### config.mk
export PLATFORM = sky130hd
export DESIGN_NAME = branch_ctrl_flat
export DESIGN_NICKNAME = d
export VERILOG_FILES = /design/src/rtl/branch_ctrl_pkg.sv /design/src/rtl/branch_ctrl_if.sv /design/src/rtl/branch_hazard_calc.sv /design/src/rtl/branch_ctrl.sv /design/src/flat_wrapper.sv
export SDC_FILE = /design/constraint.sdc
export NUM_CORES = 1
export LEC_CHECK = 0
export CORE_ASPECT_RATIO = 0.9
export CORE_MARGIN = 2
export CORE_UTILIZATION = 38
export CTS_BUF_LIST = sky130_fd_sc_hd__clkbuf_8
export DETAILED_ROUTE_END_ITERATION = 6
export PLACE_DENSITY = 0.8
export SETUP_SLACK_MARGIN = 0.2
export SYNTH_ARGS = -nofsm -noshare
export SYNTH_HDL_FRONTEND = slang
export SYNTH_SLANG_ARGS = --single-unit
### constraint.sdc
create_clock -name clk -period 4.7 [get_ports clk]
set_input_delay 0.94 -clock clk [delete_from_list [all_inputs] [get_ports clk]]
set_output_delay 0.94 -clock clk [all_outputs]
set_load 0.02 [all_outputs]
### src/rtl/branch_ctrl_pkg.sv
// Shared decode constants, FSM encoding and stall-count defaults for the ID-stage branch sequencer.
package branch_ctrl_pkg;

  localparam logic [5:0] OP_BEQ    = 6'b000100;
  localparam logic [5:0] OP_REGIMM = 6'b000001;
  localparam logic [4:0] RT_BGEZAL = 5'b10001;

  localparam logic [0:0] IDLE = 1'b0;
  localparam logic [0:0] WAIT = 1'b1;

  localparam int unsigned LD_STALL_E_DEF  = 2;
  localparam int unsigned ALU_STALL_E_DEF = 1;
  localparam int unsigned LD_STALL_M_DEF  = 1;

  localparam int unsigned STALL_W = 4;
  typedef logic [STALL_W-1:0] stall_t;

  function automatic stall_t stall_max(input stall_t a, input stall_t b);
    return (a > b) ? a : b;
  endfunction

endpackage

### src/rtl/branch_ctrl_if.sv
// ID-stage pipeline view seen by the branch sequencer: decode/hazard inputs, stall and decision outputs.
interface branch_ctrl_if #(
  parameter int unsigned CNT_W = 16
);
  logic [31:0]      instr_d;
  logic             valid_d;
  logic [4:0]       e_wa;
  logic             e_we;
  logic             e_ld;
  logic [4:0]       m_wa;
  logic             m_we;
  logic             m_ld;
  logic             cmp_true;
  logic             stall_d;
  logic             br_taken;
  logic             link_we;
  logic [CNT_W-1:0] br_cnt;
  logic [CNT_W-1:0] taken_cnt;

  modport master (
    output instr_d, valid_d, e_wa, e_we, e_ld, m_wa, m_we, m_ld, cmp_true,
    input  stall_d, br_taken, link_we, br_cnt, taken_cnt
  );

  modport slave (
    input  instr_d, valid_d, e_wa, e_we, e_ld, m_wa, m_we, m_ld, cmp_true,
    output stall_d, br_taken, link_we, br_cnt, taken_cnt
  );
endinterface

### src/rtl/branch_hazard_calc.sv
// Branch decode plus required ID stall count from rs/rt RAW hazards against the E and M stages.
module branch_hazard_calc
  import branch_ctrl_pkg::*;
#(
  parameter int unsigned LD_STALL_E  = LD_STALL_E_DEF,
  parameter int unsigned ALU_STALL_E = ALU_STALL_E_DEF,
  parameter int unsigned LD_STALL_M  = LD_STALL_M_DEF
) (
  input  logic [5:0] op,
  input  logic [4:0] rs,
  input  logic [4:0] rt,
  input  logic [4:0] e_wa,
  input  logic       e_we,
  input  logic       e_ld,
  input  logic [4:0] m_wa,
  input  logic       m_we,
  input  logic       m_ld,
  output logic       is_beq,
  output logic       is_bgezal,
  output stall_t     n
);

  function automatic stall_t operand_stall(
    input logic [4:0] r,
    input logic [4:0] ewa, input logic ewe, input logic eld,
    input logic [4:0] mwa, input logic mwe, input logic mld
  );
    if (r == 5'd0)                       return '0;
    else if (eld && ewe && (ewa == r))   return stall_t'(LD_STALL_E);
    else if (ewe && (ewa == r))          return stall_t'(ALU_STALL_E);
    else if (mld && mwe && (mwa == r))   return stall_t'(LD_STALL_M);
    else                                 return '0;
  endfunction

  stall_t rs_n;
  stall_t rt_n;

  always_comb begin
    is_beq    = (op == OP_BEQ);
    is_bgezal = (op == OP_REGIMM) && (rt == RT_BGEZAL);
    rs_n      = operand_stall(rs, e_wa, e_we, e_ld, m_wa, m_we, m_ld);
    rt_n      = operand_stall(rt, e_wa, e_we, e_ld, m_wa, m_we, m_ld);
    n         = '0;
    // bgezal's rt field is an opcode extension, not a register read
    if (is_beq)         n = stall_max(rs_n, rt_n);
    else if (is_bgezal) n = rs_n;
  end

endmodule

### src/rtl/branch_ctrl.sv
// ID-stage branch sequencer: stalls for operand hazards, emits a one-cycle taken/link decision
// and keeps saturating branch statistics. Delay-slot semantics, so no flush is produced.
module branch_ctrl
  import branch_ctrl_pkg::*;
#(
  parameter int unsigned CNT_W       = 16,
  parameter int unsigned LD_STALL_E  = LD_STALL_E_DEF,
  parameter int unsigned ALU_STALL_E = ALU_STALL_E_DEF,
  parameter int unsigned LD_STALL_M  = LD_STALL_M_DEF
) (
  input logic           clk,
  input logic           reset,
  branch_ctrl_if.slave  bus
);

  logic             is_beq;
  logic             is_bgezal;
  logic             is_br;
  stall_t           n_req;
  stall_t           cnt;
  stall_t           cnt_nx;
  logic [0:0]       state;
  logic [0:0]       state_nx;
  logic             stall;
  logic             resolve;
  logic [CNT_W-1:0] br_cnt;
  logic [CNT_W-1:0] taken_cnt;
  logic             unused_imm;

  assign unused_imm = ^bus.instr_d[15:0];

  branch_hazard_calc #(
    .LD_STALL_E  (LD_STALL_E),
    .ALU_STALL_E (ALU_STALL_E),
    .LD_STALL_M  (LD_STALL_M)
  ) u_hazard (
    .op        (bus.instr_d[31:26]),
    .rs        (bus.instr_d[25:21]),
    .rt        (bus.instr_d[20:16]),
    .e_wa      (bus.e_wa),
    .e_we      (bus.e_we),
    .e_ld      (bus.e_ld),
    .m_wa      (bus.m_wa),
    .m_we      (bus.m_we),
    .m_ld      (bus.m_ld),
    .is_beq    (is_beq),
    .is_bgezal (is_bgezal),
    .n         (n_req)
  );

  assign is_br = is_beq | is_bgezal;

  // Outputs are gated by reset so they read 0 the instant reset falls, even mid-stall.
  always_comb begin
    state_nx = state;
    cnt_nx   = cnt;
    stall    = 1'b0;
    resolve  = 1'b0;
    if (reset) begin
      case (state)
        IDLE: begin
          if (bus.valid_d && is_br) begin
            if (n_req == '0) begin
              resolve = 1'b1;
            end else begin
              stall    = 1'b1;
              cnt_nx   = n_req - stall_t'(1);
              state_nx = WAIT;
            end
          end
        end
        WAIT: begin
          if (!bus.valid_d) begin
            cnt_nx   = '0;
            state_nx = IDLE;
          end else if (cnt != '0) begin
            stall  = 1'b1;
            cnt_nx = cnt - stall_t'(1);
          end else begin
            resolve  = is_br;
            state_nx = IDLE;
          end
        end
        default: begin
          cnt_nx   = '0;
          state_nx = IDLE;
        end
      endcase
    end
  end

  always_ff @(posedge clk or negedge reset) begin
    if (!reset) begin
      state     <= IDLE;
      cnt       <= '0;
      br_cnt    <= '0;
      taken_cnt <= '0;
    end else begin
      state <= state_nx;
      cnt   <= cnt_nx;
      if (resolve) begin
        if (~&br_cnt) br_cnt <= br_cnt + 1'b1;
        if (bus.cmp_true && (~&taken_cnt)) taken_cnt <= taken_cnt + 1'b1;
      end
    end
  end

  assign bus.stall_d   = stall;
  assign bus.br_taken  = resolve & bus.cmp_true;
  assign bus.link_we   = resolve & is_bgezal;
  assign bus.br_cnt    = br_cnt;
  assign bus.taken_cnt = taken_cnt;

endmodule

### src/flat_wrapper.sv
// flat-port wrapper written by rule: the top's interface ports become plain ports
module branch_ctrl_flat import branch_ctrl_pkg::*;
#(
  parameter int unsigned CNT_W       = 16,
  parameter int unsigned LD_STALL_E  = LD_STALL_E_DEF,
  parameter int unsigned ALU_STALL_E = ALU_STALL_E_DEF,
  parameter int unsigned LD_STALL_M  = LD_STALL_M_DEF
)
  (clk, reset, bus_instr_d, bus_valid_d, bus_e_wa, bus_e_we, bus_e_ld, bus_m_wa, bus_m_we, bus_m_ld, bus_cmp_true, bus_stall_d, bus_br_taken, bus_link_we, bus_br_cnt, bus_taken_cnt);
  branch_ctrl_if #(.CNT_W(CNT_W)) bus_i ();
  input logic clk;
  input logic reset;
  input wire logic [$bits(bus_i.instr_d)-1:0] bus_instr_d;
  input wire logic [$bits(bus_i.valid_d)-1:0] bus_valid_d;
  input wire logic [$bits(bus_i.e_wa)-1:0] bus_e_wa;
  input wire logic [$bits(bus_i.e_we)-1:0] bus_e_we;
  input wire logic [$bits(bus_i.e_ld)-1:0] bus_e_ld;
  input wire logic [$bits(bus_i.m_wa)-1:0] bus_m_wa;
  input wire logic [$bits(bus_i.m_we)-1:0] bus_m_we;
  input wire logic [$bits(bus_i.m_ld)-1:0] bus_m_ld;
  input wire logic [$bits(bus_i.cmp_true)-1:0] bus_cmp_true;
  output wire logic [$bits(bus_i.stall_d)-1:0] bus_stall_d;
  output wire logic [$bits(bus_i.br_taken)-1:0] bus_br_taken;
  output wire logic [$bits(bus_i.link_we)-1:0] bus_link_we;
  output wire logic [$bits(bus_i.br_cnt)-1:0] bus_br_cnt;
  output wire logic [$bits(bus_i.taken_cnt)-1:0] bus_taken_cnt;
  assign bus_i.instr_d = bus_instr_d;
  assign bus_i.valid_d = bus_valid_d;
  assign bus_i.e_wa = bus_e_wa;
  assign bus_i.e_we = bus_e_we;
  assign bus_i.e_ld = bus_e_ld;
  assign bus_i.m_wa = bus_m_wa;
  assign bus_i.m_we = bus_m_we;
  assign bus_i.m_ld = bus_m_ld;
  assign bus_i.cmp_true = bus_cmp_true;
  assign bus_stall_d = bus_i.stall_d;
  assign bus_br_taken = bus_i.br_taken;
  assign bus_link_we = bus_i.link_we;
  assign bus_br_cnt = bus_i.br_cnt;
  assign bus_taken_cnt = bus_i.taken_cnt;
  branch_ctrl #(.CNT_W(CNT_W), .LD_STALL_E(LD_STALL_E), .ALU_STALL_E(ALU_STALL_E), .LD_STALL_M(LD_STALL_M)) u_core (.clk(clk), .reset(reset), .bus(bus_i));
endmodule
==> reports/summary.txt, run 1 <==
Worst setup SP type = input port
Placer Congestion = 0.905
PnR worst setup slack = 3.98 ps
Final-layout fill cell count = 518
R2R setup slack = 2020 ps
Syn Inst Count = 253
CTS Buf Count = 5
Setup_tns = 0 ps
Number of port buffers = 68
PwrDens = 181 nW/um^2
Status = complete, no violations
Synth Area in Compound Gates = 0.0941
Async S/R FF share, synth = 1.00
Synth top area share = 0.385
Core area = 6110 sq um
CTS max path bufs = 2
Largest family of logic cells by synthesized area = simple AND/OR/NAND/NOR gates
Distinct cells, synth = 47
Critical Path End Type = output port
ANT nets after route = 0
Global-route wire length before repair = 10.9 mm
Placement Rows = 27
Routed wire length = 6.57 mm
Most used DFF post-synth = dfrtp_1
Initial antenna violation count = 0
Max transition margin = 0.635
Adder-cell share of the synthesized area = 0.0468
Worst-Skew Late Latency = 290 ps
Synth Register Bits = 37
Max-Cap Viols = 0
Fin util = 0.608
Syn nets = 312
Fin crit period = 4700 ps
Clock root cell = clkbuf_8
Die Wd = 87.9 um
Die ar. = 6990 sq um
Hold_buf cts = 0
Vias per std cell = 5.20
Final hold viol count = 0
Critical Path RT = 3760 ps
Critical path peak fanout = 3
Layout area overhead = 54.4%
RSZ-0062 raised after global routing = yes
Worst Tran Pin Value = 544 ps
Max IR drop VDD = 86.6 uV
Hold crit path type = reg2reg
Post-synth top cells = dfrtp_1 (37), xnor2_1 (28), nand3_1 (22)
Largest net degree at the start of global routing = 42
Register area = 926 sq um
Pre-CTS WS = -952 ps
WL/cell = 14.2 um
DR iter-0 viols = 98
Number of synthesized flops with an enable pin = 0
Detailed Place HPWL = 4.94 mm
Number of global-route vias before repair = 2,382
Yosys top cell by area = dfrtp_1
# setup viols final = 0
Xor-xnor portion of the synthesized cell area = 0.178
H-tree level count = 2
Mapped Avg Cell Area = 9.51 sq um
Reg clk slew, reported paths = 60 ps
Post-route DRC = 0
CP arrival = 3760 ps
Share of layout cells above drive strength 1 = 0.282
ANT cells = 0
Synth Area in Simple Gates = 0.252
Cells taking the most area after synthesis = dfrtp_1 (38%), xnor2_1 (10%), xor2_1 (7.6%)
Count of pins over their slew limit = 0
Hold path depth = 1
Static leakage = 0.00165 uW
Die H = 79.5 um
Multi-input logic area = 1540 sq um
CTS tree = built
Initial Util = 0.393
FMAX = 213 MHz
CTS sink cnt = 37
Total Power = 673 uW
Worst Skew = 4.51 ps
WS Path Type = in2out
Mux contribution to synthesized area = 0.0140
Dpl cells = 445
Top-count cell post-synth = dfrtp_1
Via count = 2,407
Post-synthesis cell area = 2410 sq um
Initial DRT Pass Iterations = 4
Total Routing Usage GR = 0.197
Register area share after synthesis = 0.385
Yosys warnings = 0
Crit share post-route = 0.999
Reg2Reg Depth = 8
# IOs = 85
Final net count = 435
Final std cells w/o fill = 463
Congestion Overflow GR = 0
-- cell usage in the layout, fill, tap and decap left out, types with 13 or more instances in the layout --
cell type,instances
nand2_1,16
clkbuf_2,13
clkdlybuf4s50_1,42
nand4_1,16
nor2_1,16
buf_4,52
inv_1,13
xor2_1,19
nand3_1,22
xnor2_1,26
dfrtp_1,37
-- timing repair --
action / in CTS / in global routing
gates cloned: 0 / 0
setup buffers: 6 / 5
resized for setup: 70 / 39
pin swaps: 23 / 27
endpoints found under the setup margin: 15 / 17
-- report_power, final --
part           internal (uW)  switching [uW]
logic                   62.4            57.9
registers                325            6.93
clock network            114             107
-- final cells by class --
cell class              instances  area share
multi-input cells             200       0.415
repair buffers                120       0.271
flip-flops and latches         37       0.249
well taps                      87      0.0293
clock buffers                   6      0.0222
inverters                      12      0.0121
clock inverters                 1     0.00101
-- flip-flops by register name (all words and copies together), names as in the netlist --
name	count
u_core.bus.br_cnt	16
u_core.bus.taken_cnt	16
u_core.cnt	4
u_core.state	1
-- metal layers --
| layer | vias to the layer above | share of wire | global-route usage |
|---|---|---|---|
| met5 | - | 0 | 0 |
| met4 | 0 | 0.016 | 0.0692 |
| met3 | 13 | 0.047 | 0.0331 |
| met2 | 87 | 0.52 | 0.344 |
| met1 | 1140 | 0.41 | 0.244 |
| li1 | 1167 | - | - |
-- path summary, 6_finish.rpt --
path | start | end
max | bus_e_wa[3] | bus_stall_d
min | u_core.bus.taken_cnt[6]$_DFFE_PN0P_ | u_core.bus.taken_cnt[6]$_DFFE_PN0P_
max reg2reg | u_core.cnt[0]$_DFFE_PN0P_ | u_core.bus.taken_cnt[1]$_DFFE_PN0P_
min reg2reg | u_core.bus.taken_cnt[6]$_DFFE_PN0P_ | u_core.bus.taken_cnt[6]$_DFFE_PN0P_
max in group asynchronous | reset | u_core.bus.taken_cnt[3]$_DFFE_PN0P_
min in group asynchronous | reset | u_core.bus.br_cnt[3]$_DFFE_PN0P_
-- worst max-delay path, stage by stage --
cell      delay (ps)
buf_8            100
xor2_2           170
nor3_2           230
buf_4            150
or4bb_1          400
nand2_1           80
ha_1             230
nand2b_1          90
a211oi_2          70
buf_4            140
o211ai_1         220
ha_2             250
nor2_4            50
buf_4            150
buf_6            110
a21boi_2         150
nor2_1            70
buf_4            160
-- kinds of logic after synthesis --
group	Yosys count
buffers and inverters	16
adders and majority gates	9
DFF	37
and+or+nand+nor	111
muxes	3
AOI/OAI and AO/OA	28
xor gates and xnor gates	49
-- per-stage QoR --
step	area [sq um]	hold slack [ps]
4_1_cts	3650	500
6_report	3710	496
5_1_grt	3710	532
3_5_place_dp	3490	491
2_1_floorplan	2430	503
3_3_place_gp	3490	481
Power figures use the tool's default switching activity.
==> run 2, diff against run 1 <==
Settings changed: DONT_BUFFER_PORTS set to 1, PLACE_DENSITY 0.8 to 0.62.
==> run 2 against run 1 <==
  * Setup slack better by 110 ps
  * Clock skew is 2.5 ps higher
  * Register-to-register slack worse by 110 ps
  * Largest cell class unchanged
  * Largest power group unchanged
==> reports/summary.txt, run 2 (synthesis gave the netlist of run 1 again) <==
Final net count = 330 (-24%)
Critical path peak fanout = 4 (+1)
Count of pins over their slew limit = 0 (unchanged)
Worst Setup EP = bus_link_we
Reg2Reg Depth = 9 (+1)
CP arrival = 3640 ps (-120 ps)
Post-route DRC = 0 (unchanged)
Fin crit period = 4580 ps (-113 ps)
Placer Congestion = 0.812 (-10%)
Status = complete, no violations
Max transition margin = 0.564 (-0.0705)
CTS Buf Count = 5 (unchanged)
Static leakage = 0.00121 uW (-27%)
Reg clk slew, reported paths = 70 ps (about the same)
FMAX = 218 MHz (+2.5%)
Layout area overhead = 17.0%
Initial DRT Pass Iterations = 4 (unchanged)
Detailed Place HPWL = 3.91 mm (-21%)
# IOs = 85 (unchanged)
Clock root cell = clkbuf_8
Hold crit path type = in2async
CTS sink cnt = 37 (unchanged)
RSZ-0062 raised after global routing = yes
Setup_tns = 0 ps (unchanged)
Die Wd = 87.9 um (unchanged)
Final hold viol count = 0 (unchanged)
ANT cells = 0 (unchanged)
Largest net degree at the start of global routing = 43 (+2.4%)
Commonest non-fill, non-tap cell in the layout = dfrtp_1
Congestion Overflow GR = 0 (unchanged)
Core area = 6110 sq um (unchanged)
Top flop regs = u_core.bus.br_cnt x16, u_core.bus.taken_cnt x16, u_core.cnt x4
CTS tree = built
Placement Rows = 27 (unchanged)
Number of port buffers = 0 (-100%)
Commonest non-fill, non-tap cells in the layout = dfrtp_1 (37), xnor2_1 (28), nand3_1 (22)
Dpl cells = 346 (-22%)
Number of global-route vias before repair = 1,966 (-17%)
Worst Tran Pin Value = 648 ps (+104 ps)
Via count = 1,946 (-19%)
PwrDens = 239 nW/um^2 (+32%)
Die H = 79.5 um (unchanged)
RR Endpoint = u_core.bus.taken_cnt[1]$_DFFE_PN0P_
Share of layout cells above drive strength 1 = 0.151 (-0.131)
Total Routing Usage GR = 0.156 (-0.0414)
Die ar. = 6990 sq um (unchanged)
DR iter-0 viols = 82 (-16%)
WS Path Type = in2out
Routed wire length = 5.22 mm (-21%)
Final std cells w/o fill = 359 (-22%)
Crit path launch = bus_e_wa[4]
R2R setup slack = 1910 ps (-110 ps)
Vias per std cell = 5.42 (+4.3%)
Critical Path End Type = output port
Hold_buf cts = 0 (unchanged)
Initial Util = 0.393 (unchanged)
Global-route wire length before repair = 8.60 mm (-21%)
Max IR drop VDD = 98.8 uV (+14%)
Crit share post-route = 0.975 (-0.0241)
Worst Skew = 7.01 ps (+2.50 ps)
H-tree level count = 2 (unchanged)
Max-Cap Viols = 0 (unchanged)
Worst setup SP type = input port
CTS max path bufs = 2 (unchanged)
Initial antenna violation count = 0 (unchanged)
R2R Path Start = u_core.cnt[0]$_DFFE_PN0P_
# setup viols final = 0 (unchanged)
Worst-Skew Late Latency = 290 ps (about the same)
Critical Path RT = 3760 ps (about the same)
ANT nets after route = 0 (unchanged)
WL/cell = 14.5 um (+2.5%)
[run 2: worst min path at each step]
stage | to | slack, ps | cells after the start
finish | u_core.bus.taken_cnt[4]$_DFFE_PN0P_ | 330 | 0
global route | u_core.bus.taken_cnt[5]$_DFFE_PN0P_ | 310 | 0
CTS | u_core.bus.taken_cnt[4]$_DFFE_PN0P_ | 320 | 0
detailed placement | u_core.cnt[2]$_DFFE_PN0P_ | 550 | 2
global placement | u_core.cnt[2]$_DFFE_PN0P_ | 540 | 2
floorplan | u_core.cnt[2]$_DFFE_PN0P_ | 500 | 2
[run 2: per-stage QoR]
step | power, uW | hold WS (ps) | setup WS (ps) | area, sq um | utilization
after floorplan | 381 | 503 | 164 | 2430 | -
after global placement | 390 | 536 | 21.8 | 2580 | 0.423
after detailed placement | 391 | 548 | 7.24 | 2580 | 0.423
after CTS | 677 | 324 | 47.6 | 2760 | 0.451
after global routing | 705 | 311 | -54.5 | 2810 | 0.460
final | 672 | 334 | 117 | 2810 | 0.460
[run 2: critical path: stages]
cell and delay (ps):
xor2_1 140, nor3_2 220, nand3_1 110, or3_4 410, ha_4 250, nand2b_4 140
a211oi_4 270, nand3_1 100, o211ai_1 140, ha_2 230, nor2_2 60, a2111o_1 370
nor3_4 250
[run 2: layout make-up]
type / instances / area, sq um
flip-flops and latches: 37 / 926
inverters: 12 / 45.0
clock inverters: 2 / 33.8
multi-input cells: 200 / 1510
clock buffers: 6 / 82.6
repair buffers: 15 / 110
fillers: 571 / 3300
well taps: 87 / 109
[run 2: what timing repair did]
action / CTS / global route
gates resized for setup: 10 / 5
endpoints found under the hold margin: 0 / 0
pin swaps: 9 / 3
setup buffers: 1 / 3
gates cloned: 0 / 1
setup endpoints to repair: 3 / 13
[run 2: report_power, final]
part	internal (uW)	switching [uW]
Sequential	324	10.5
Clock	171	112
Combinational	27.0	26.5
[run 2: per-layer routing]
layer,routed length [um],global-route usage
met5,0,0
met3,451,0.0517
met1,2370,0.208
met4,105,0.0723
met2,2290,0.227
